## config.mk

```make
export PLATFORM = sky130hd
export DESIGN_NAME = cmp4_sort_ctrl_flat
export DESIGN_NICKNAME = d
export VERILOG_FILES = /design/src/rtl/cmp4_sort_ctrl_if.sv /design/src/rtl/cmp4_sort_ctrl.sv /design/src/flat_wrapper.sv
export SDC_FILE = /design/constraint.sdc
export NUM_CORES = 1
export LEC_CHECK = 0
export CORE_MARGIN = 5
export CORE_UTILIZATION = 40
export DETAILED_ROUTE_END_ITERATION = 8
export PLACE_DENSITY = 0.61
export SYNTH_ARGS = -nofsm -noshare
export SYNTH_HDL_FRONTEND = slang
export SYNTH_SLANG_ARGS = --single-unit
export TNS_END_PERCENT = 50
```

## constraint.sdc

```tcl
create_clock -name clk -period 3.07 [get_ports clk]
set_input_delay 0.614 -clock clk [delete_from_list [all_inputs] [get_ports clk]]
set_output_delay 0.614 -clock clk [all_outputs]
set_load 0.01 [all_outputs]
```

## src/rtl/cmp4_sort_ctrl_if.sv

```systemverilog
// Streaming load/drain handshake bundle for cmp4_sort_ctrl.
// The producer/consumer side takes the master modport; the sorter takes the slave modport.
interface cmp4_sort_ctrl_if #(
    parameter int W = 4
);
    logic         in_valid;
    logic [W-1:0] in_data;
    logic         in_ready;
    logic         out_valid;
    logic [W-1:0] out_data;
    logic         out_last;
    logic         out_ready;

    modport master (
        output in_valid, in_data, out_ready,
        input  in_ready, out_valid, out_data, out_last
    );

    modport slave (
        input  in_valid, in_data, out_ready,
        output in_ready, out_valid, out_data, out_last
    );
endinterface

```

## src/rtl/cmp4_sort_ctrl.sv

```systemverilog
// Burst bubble-sorter: loads N values, sorts them in place using one external comparator
// (one compare per clock), then streams them out smallest first.
//
// state    | meaning
// ---------+-------------------------------------------------------------
// ST_LOAD  | accepting N values from the producer into mem
// ST_SORT  | one compare/optional swap of mem[idx], mem[idx+1] per cycle
// ST_DRAIN | streaming mem[0..N-1] to the consumer
module cmp4_sort_ctrl #(
    parameter int N = 8,
    parameter int W = 4
) (
    input  logic         clk,
    input  logic         rst_n,
    cmp4_sort_ctrl_if.slave bus,
    output logic         busy,
    output logic [W-1:0] cmp_a,
    output logic [W-1:0] cmp_b,
    input  logic         cmp_less,
    input  logic         cmp_equal,
    input  logic         cmp_greater
);
    localparam int CW = $clog2(N);
    localparam logic [CW-1:0] LAST = CW'(N - 1);
    localparam logic [CW-1:0] PEN  = CW'(N - 2);

    localparam logic [1:0] ST_LOAD  = 2'd0;
    localparam logic [1:0] ST_SORT  = 2'd1;
    localparam logic [1:0] ST_DRAIN = 2'd2;

    logic [1:0]    state;
    logic [CW-1:0] wr, idx, pass, rd;
    logic [CW-1:0] idx_nx, rd_nx;
    logic          swapped;
    logic [W-1:0]  mem [N];
    logic [W-1:0]  out_q;

    logic load_fire, drain_fire, sort_swap, pass_end, more_pass, sort_done;

    assign idx_nx     = idx + CW'(1);
    assign rd_nx      = rd + CW'(1);
    assign load_fire  = (state == ST_LOAD) && bus.in_valid;
    assign drain_fire = (state == ST_DRAIN) && bus.out_ready;
    assign sort_swap  = (state == ST_SORT) && cmp_greater;
    assign pass_end   = (idx == PEN);
    assign more_pass  = (swapped || cmp_greater) && (pass < PEN);
    assign sort_done  = (state == ST_SORT) && pass_end && !more_pass;

    assign cmp_a = mem[idx];
    assign cmp_b = mem[idx_nx];

    assign bus.in_ready  = (state == ST_LOAD);
    assign bus.out_valid = (state == ST_DRAIN);
    assign bus.out_last  = (state == ST_DRAIN) && (rd == LAST);
    assign bus.out_data  = out_q;
    assign busy          = (state == ST_SORT);

    always_ff @(posedge clk) begin
        if (!rst_n) begin
            state   <= ST_LOAD;
            wr      <= '0;
            idx     <= '0;
            pass    <= '0;
            rd      <= '0;
            swapped <= 1'b0;
        end else begin
            case (state)
                ST_LOAD: begin
                    if (bus.in_valid) begin
                        if (wr == LAST) begin
                            state   <= ST_SORT;
                            idx     <= '0;
                            pass    <= '0;
                            swapped <= 1'b0;
                        end else begin
                            wr <= wr + CW'(1);
                        end
                    end
                end
                ST_SORT: begin
                    if (!pass_end) begin
                        idx <= idx_nx;
                        if (cmp_greater) swapped <= 1'b1;
                    end else if (more_pass) begin
                        idx     <= '0;
                        pass    <= pass + CW'(1);
                        swapped <= 1'b0;
                    end else begin
                        state <= ST_DRAIN;
                        rd    <= '0;
                    end
                end
                ST_DRAIN: begin
                    if (bus.out_ready) begin
                        if (rd == LAST) begin
                            state <= ST_LOAD;
                            wr    <= '0;
                        end else begin
                            rd <= rd_nx;
                        end
                    end
                end
                default: state <= ST_LOAD;
            endcase
        end
    end

    // Storage and read register carry no reset; a swap landing on entry 0 in the
    // final compare must be forwarded into the first output word.
    always_ff @(posedge clk) begin
        if (load_fire) mem[wr] <= bus.in_data;
        if (sort_swap) begin
            mem[idx]    <= cmp_b;
            mem[idx_nx] <= cmp_a;
        end
        if (sort_done)
            out_q <= (sort_swap && idx == '0) ? cmp_b : mem[0];
        else if (drain_fire && rd != LAST)
            out_q <= mem[rd_nx];
    end

    a_cmp_onehot: assert property (@(posedge clk) disable iff (!rst_n)
        (state == ST_SORT) |-> $onehot({cmp_less, cmp_equal, cmp_greater}));

endmodule

```

## src/flat_wrapper.sv

```systemverilog
// flat-port wrapper written by rule: the top's interface ports become plain ports
module cmp4_sort_ctrl_flat 
#(
    parameter int N = 8,
    parameter int W = 4
)
  (clk, rst_n, busy, cmp_a, cmp_b, cmp_less, cmp_equal, cmp_greater, bus_in_valid, bus_in_data, bus_out_ready, bus_in_ready, bus_out_valid, bus_out_data, bus_out_last);
  cmp4_sort_ctrl_if #(.W(W)) bus_i ();
  input  logic clk;
  input  logic rst_n;
  output logic busy;
  output logic [W-1:0] cmp_a;
  output logic [W-1:0] cmp_b;
  input  logic cmp_less;
  input  logic cmp_equal;
  input  logic cmp_greater;
  input wire logic [$bits(bus_i.in_valid)-1:0] bus_in_valid;
  input wire logic [$bits(bus_i.in_data)-1:0] bus_in_data;
  input wire logic [$bits(bus_i.out_ready)-1:0] bus_out_ready;
  output wire logic [$bits(bus_i.in_ready)-1:0] bus_in_ready;
  output wire logic [$bits(bus_i.out_valid)-1:0] bus_out_valid;
  output wire logic [$bits(bus_i.out_data)-1:0] bus_out_data;
  output wire logic [$bits(bus_i.out_last)-1:0] bus_out_last;
  assign bus_i.in_valid = bus_in_valid;
  assign bus_i.in_data = bus_in_data;
  assign bus_i.out_ready = bus_out_ready;
  assign bus_in_ready = bus_i.in_ready;
  assign bus_out_valid = bus_i.out_valid;
  assign bus_out_data = bus_i.out_data;
  assign bus_out_last = bus_i.out_last;
  cmp4_sort_ctrl #(.N(N), .W(W)) u_core (.clk(clk), .rst_n(rst_n), .bus(bus_i), .busy(busy), .cmp_a(cmp_a), .cmp_b(cmp_b), .cmp_less(cmp_less), .cmp_equal(cmp_equal), .cmp_greater(cmp_greater));
endmodule
```

Word-level counts from Yosys, hierarchy flattened
Memories as Yosys holds them, arrays and structs flattened. A register that Yosys moved wholly into a read port is not among the register bits.
Index checks and enable logic that the tools add are counted.
{"block": "op_classes", "mux": 43, "n_reduce_logical": 24, "addsub": 4, "eq_ne": 17, "magnitude_cmp": 1}
{"cell": "$mux W3", "n": 17}
{"cell": "$pmux W3 S2", "n": 4}
{"cell": "$reduce_and A5 Y1", "n": 4}
{"cell": "$mux W4", "n": 4}
{"cell": "$add A3 B1 Y3 const B", "n": 4}
{"cell": "$mux W2", "n": 6}
{"cell": "$mux W1", "n": 10}
{"cell": "$ne A2 B2 Y1 const B", "n": 5}
{"cell": "$eq A3 B3 Y1 const B", "n": 3}
{"cell": "$logic_and A1 B1 Y1", "n": 9}
{"cell": "$ne A2 B1 Y1 const B", "n": 4}
{"cell": "$reduce_bool A2 Y1", "n": 4}
{"cell": "$ne A3 B3 Y1 const B", "n": 2}
{"cell": "$pmux W2 S3", "n": 1}
{"cell": "$reduce_and A6 Y1", "n": 1}
{"cell": "$reduce_and A4 Y1", "n": 1}
{"cell": "$reduce_or A4 Y1", "n": 1}
{"cell": "$logic_not A3 Y1", "n": 1}
{"cell": "$lt A3 B3 Y1 const B", "n": 1}
{"cell": "$ne A3 B1 Y1 const B", "n": 1}
{"cell": "$eq A2 B1 Y1 const B", "n": 1}
{"cell": "$eq A2 B2 Y1 const B", "n": 1}
{"cell": "$logic_not A2 Y1", "n": 1}
{"cell": "$pmux W1 S2", "n": 1}
{"cell": "2 further kinds", "n": 2}
{"block": "word_totals", "reg_bits": 19, "memories": 1, "ram_bits": 32}
{"name": "u_core.mem", "depth": 8, "width": 4, "rd": 4, "rd_ports_with_merged_regs": 1, "write_ports": 2, "line": "cmp4_sort_ctrl.sv:35", "source": "logic [W-1:0] mem [N];"}

Depth between registers and ports, before layout
Gate-level depths: netlist of the first run.
{"block": "depth", "depth_word": 7, "ltp_mapped": 8}

Least setup slack after synthesis of the first run
Ideal clock, no wire load.
{"block": "synth_timing", "path_kind": "register to output", "startpoint": "reg u_core.idx[0]", "endpoint": "out cmp_b[3]", "slack_ps": 330, "path_stages_with_launch": 7, "t_required_ps": 2456, "path_buffers": 2, "arrival_ps": 2126, "path_cell_list": "dfxtp_1 clkinv_1 ha_1 buf_6 clkbuf_8 mux2_2 mux4_2"}
{"block": "synth_via", "elab_chain_len": 2}
{"element": "start: declaration", "line": "cmp4_sort_ctrl.sv:32", "source": "logic [CW-1:0] wr, idx, pass, rd;"}
{"element": "start signal: assignment", "line": "cmp4_sort_ctrl.sv:82", "source": "idx <= idx_nx;"}
{"element": "$add A3 B1 Y3", "line": "cmp4_sort_ctrl.sv:40", "source": "assign idx_nx = idx + CW'(1);"}
{"element": "$mem_v2 Z8 W4"}
{"element": "end: declaration", "line": "flat_wrapper.sv:13", "source": "output logic [W-1:0] cmp_b;"}
No other way between the ends.

Final worst setup path of the first run
{"block": "layout_timing", "startpoint": "reg u_core.idx[0]", "endpoint": "out cmp_b[0]"}
The elaborated chain is that of the path after synthesis.

==> results of run 1 <==
==> power groups by stage <==
| stage | Clock (µW) | Combinational, µW | Sequential, µW |
|---|---|---|---|
| final | 436 | 120 | 796 |
| after global routing | 475 | 131 | 797 |
| after CTS | 445 | 120 | 795 |
| after detailed placement | 0 | 121 | 812 |
| after global placement | 0 | 119 | 811 |
| after floorplan | 0 | 74.1 | 808 |
==> state kept, by name, indices dropped and copies added, names as in the netlist, named ones only <==
signal,count
u_core.mem,32
u_core.state,2
u_core.rd,3
u_core.idx,3
u_core.wr,3
u_core.bus.out_data,4
u_core.pass,3
u_core.swapped,1
==> cells in the final DEF (no fill, tap or decap), types with 7 or more instances in the layout <==
cell,n
nor2_1,14
clkdlybuf4s50_1,20
ha_1,11
buf_4,15
o21ai_0,37
dfxtp_1,17
a21oi_1,16
mux2i_1,7
nand2_1,41
nand3_1,8
mux4_2,20
mux2_2,22
nor3_1,13
edfxtp_1,36
==> what timing repair did <==
item	in CTS	in global routing
setup buffers	0	1
gates resized for setup	6	2
setup endpoints to repair	4	4
gates cloned	0	1
pin swaps	0	1
==> worst max path at each step <==
stage	to	slack [ns]
floorplan	cmp_b[3]	0.33
finish	cmp_b[0]	0.09
global route	cmp_b[0]	0.04
detailed placement	cmp_b[3]	0.12
global placement	cmp_b[3]	0.16
CTS	cmp_b[0]	0.03
==> metrics by stage <==
step / hold WS, ns / cells / setup WS, ns / area [µm²]
2_1_floorplan: 0.454 / 329 / 0.330 / 3560
3_3_place_gp: 0.470 / 460 / 0.163 / 3970
3_5_place_dp: 0.485 / 460 / 0.119 / 3970
4_1_cts: 0.502 / 468 / 0.0297 / 4070
5_1_grt: 0.532 / 470 / 0.0373 / 4110
6_report: 0.499 / 470 / 0.0864 / 4110
==> critical path: stages, from the launching register on <==
cell           delay (ns)
dfxtp_2              0.35
clkinv_2             0.07
ha_4                 0.30
buf_12               0.14
mux2_2               0.34
mux4_2               0.52
dlygate4sd2_1        0.31
==> metal layers <==
| metal | up-vias | wire length (µm) | GRT usage (%) |
|---|---|---|---|
| li1 | 1315 | - | - |
| met1 | 1299 | 3990 | 21.8 |
| met2 | 66 | 3990 | 24.3 |
| met3 | 10 | 289 | 2.42 |
| met4 | 0 | 112 | 4.07 |
| met5 | - | 0 | 0 |
==> cell usage after synthesis, types with 2 or more instances <==
master	count
nand3_1	8
nand4_1	3
a211oi_1	3
mux2i_4	4
mux2i_1	7
o22ai_1	3
a21boi_0	5
or4_1	2
nor2b_1	3
a21oi_1	16
clkbuf_1	9
and3_1	3
nand2b_1	5
inv_1	7
nor3_1	13
nor2_1	14
ha_1	12
buf_2	3
nand2_1	41
mux4_2	20
o21bai_1	6
dfxtp_1	18
o21ai_0	37
edfxtp_1	36
a31oi_1	4
mux2_2	22
clkinv_1	2
and2_1	3
nor4_1	2
==> area by class of cell <==
type                    count  area (µm²)
clock buffers               5        68.8
inverters                   9        35.0
multi-input cells         250        2000
repair buffers             41         393
fillers                   803        4570
flip-flops and latches     54        1440
clock inverters             3        28.8
well taps                 108         135
==> cell families (layout without fill, tap and decap cells) <==
logic type,Yosys count,in the layout,synth area share [%]
AOI/OAI and AO/OA,81,81,13.5
xor gates and xnor gates,2,2,0.492
muxes,53,53,24.1
adders and majority gates,12,12,4.22
buffers and inverters,25,58,3.55
and+or+nand+nor,102,102,13.6
DFF,54,54,40.5
==> out/qor.csv, run 1 <==
stage,metric,value,unit
place,dpl.hpwl,6470,µm
clocking,cts-root-buf,clkbuf_8,
detailed_routing,remaining_drc_errors,0,
detailed_routing,wl_per_cell,17.8,µm
timing,finalSetupViolCount,0,
synthesis,ys_seq_elements,54,
job,max_cap_viol_count,0,
synthesis,syn_area_per_cell,10.8,µm²
synthesis,yosysTopAreaCell,edfxtp_1,
critical_path,cp.required,2.46,ns
worst_hold_path,hold_end,u_core.pass[0]$_SDFFE_PN0P_,
timing,max_freq,335,MHz
timing,skew,0.00992,ns
pwr,clkPwrFrac,32.3,%
timing,rsz0062_at_grt,false,
critical_path,reg2reg_to,u_core.mem[0][3]$_DFFE_PP_,
synthesis,synth_seq_area_share,40.5,%
detailed_routing,ant_nets,0,
pwr,ir_worst_vdd,0.181,mV
grt,grt_pass1_vias,2517,
worst_hold_path,holdPathStages,2,
clocking,tritoncts,yes,
status,outcome,"complete, no violations",
clocking,numCtsBuffers,5,
synthesis,yosysUniqueCellTypes,47,
timing,layout_min_cycle_time,2.98,ns
pwr,pwr-share-seq,58.9,%
layout,fin_nets,384,
layout,num_antenna_cells,0,
pwr,fin_total_pwr,1350,µW
timing,worst_pin_slew,0.644,ns
critical_path,timing.critical_path.from,u_core.idx[0]$_SDFFE_PN0P_,
critical_path,r2r_slack,0.55,ns
critical_path,cp_max_fo,12,
grt,overflow,0,
floorplan,die_y,104,µm
critical_path,cp.arrival,2.37,ns
critical_path,critPathLaunchType,flip-flop,
timing,hold_viol,0,
timing,relSlewSlack,56.7,%
pwr,p_int,1010,µW
timing,setup_tns,0,ns
grt,grt_start_max_net_pins,24,
layout,syn_to_final_growth,15.4,%
detailed_routing,wl,8380,µm
synthesis,synth_edf_count,36,
critical_path,rr_worst_depth,8,
floorplan,initial_core_util,41.0,%
pwr,p_switching,339,µW
synthesis,synth_top_cell_area_share,30.4,%
critical_path,crit_type,reg -> out,
synthesis,synthArstFlopShare,0,%
critical_path,worst_setup_path_end_kind,output pin,
layout,utilization,47.3,%
detailed_routing,via_per_inst,5.72,
grt,antenna_found_initial,0,
synthesis,netlist_instances,329,
clocking,path_clk_slew,0.11,ns
timing,slew_violations,0,
floorplan,die_area,10900,µm²
place,place.port_buffers,24,
timing,timing.final.crit_share,97.2,%
grt,grt_use_total,15.3,%
synthesis,yosys_warnings,0,
place,place_congestion,0.903,
pwr,switching_share,25.1,%
detailed_routing,firstDrtPassIters,4,
pwr,leakage,0.00132,µW
pwr,cellPowerDensity,329,nW/µm²
layout,drive_gt1_share,21.5,%
clocking,cts_sinks,54,
floorplan,num_rows,34,
detailed_routing,dr_total_vias,2690,
synthesis,syn_area,3560,µm²
clocking,cts_max_level,2,
clocking,cts_hold_buffers,0,
critical_path,r2r_start,u_core.idx[0]$_SDFFE_PN0P_,
synthesis,synth_nets,352,
floorplan,ios,27,
synthesis,synth_flop_cell,edfxtp_1,
grt,grt_pass1_wl,13600,µm
detailed_routing,drt_iter0_drc,158,
clocking,clockBufferDepth,2,
floorplan,chipWidth,104,µm
clocking,clk_latency,0.32,ns
worst_hold_path,hp-class,reg -> reg,
synthesis,synth_area_leaders,"edfxtp_1, mux4_2, dfxtp_1",
floorplan,core,8680,µm²
worst_hold_path,hp-start,u_core.pass[0]$_SDFFE_PN0P_,
pwr,p_comb_share,8.8,%
Power figures use the tool's default switching activity.
==> run 2: changes to the inputs <==
Settings changed: CAP_MARGIN from default to 30.
==> results of run 2 <==
Final layout, timing and power as in run 1 (identical DEF).
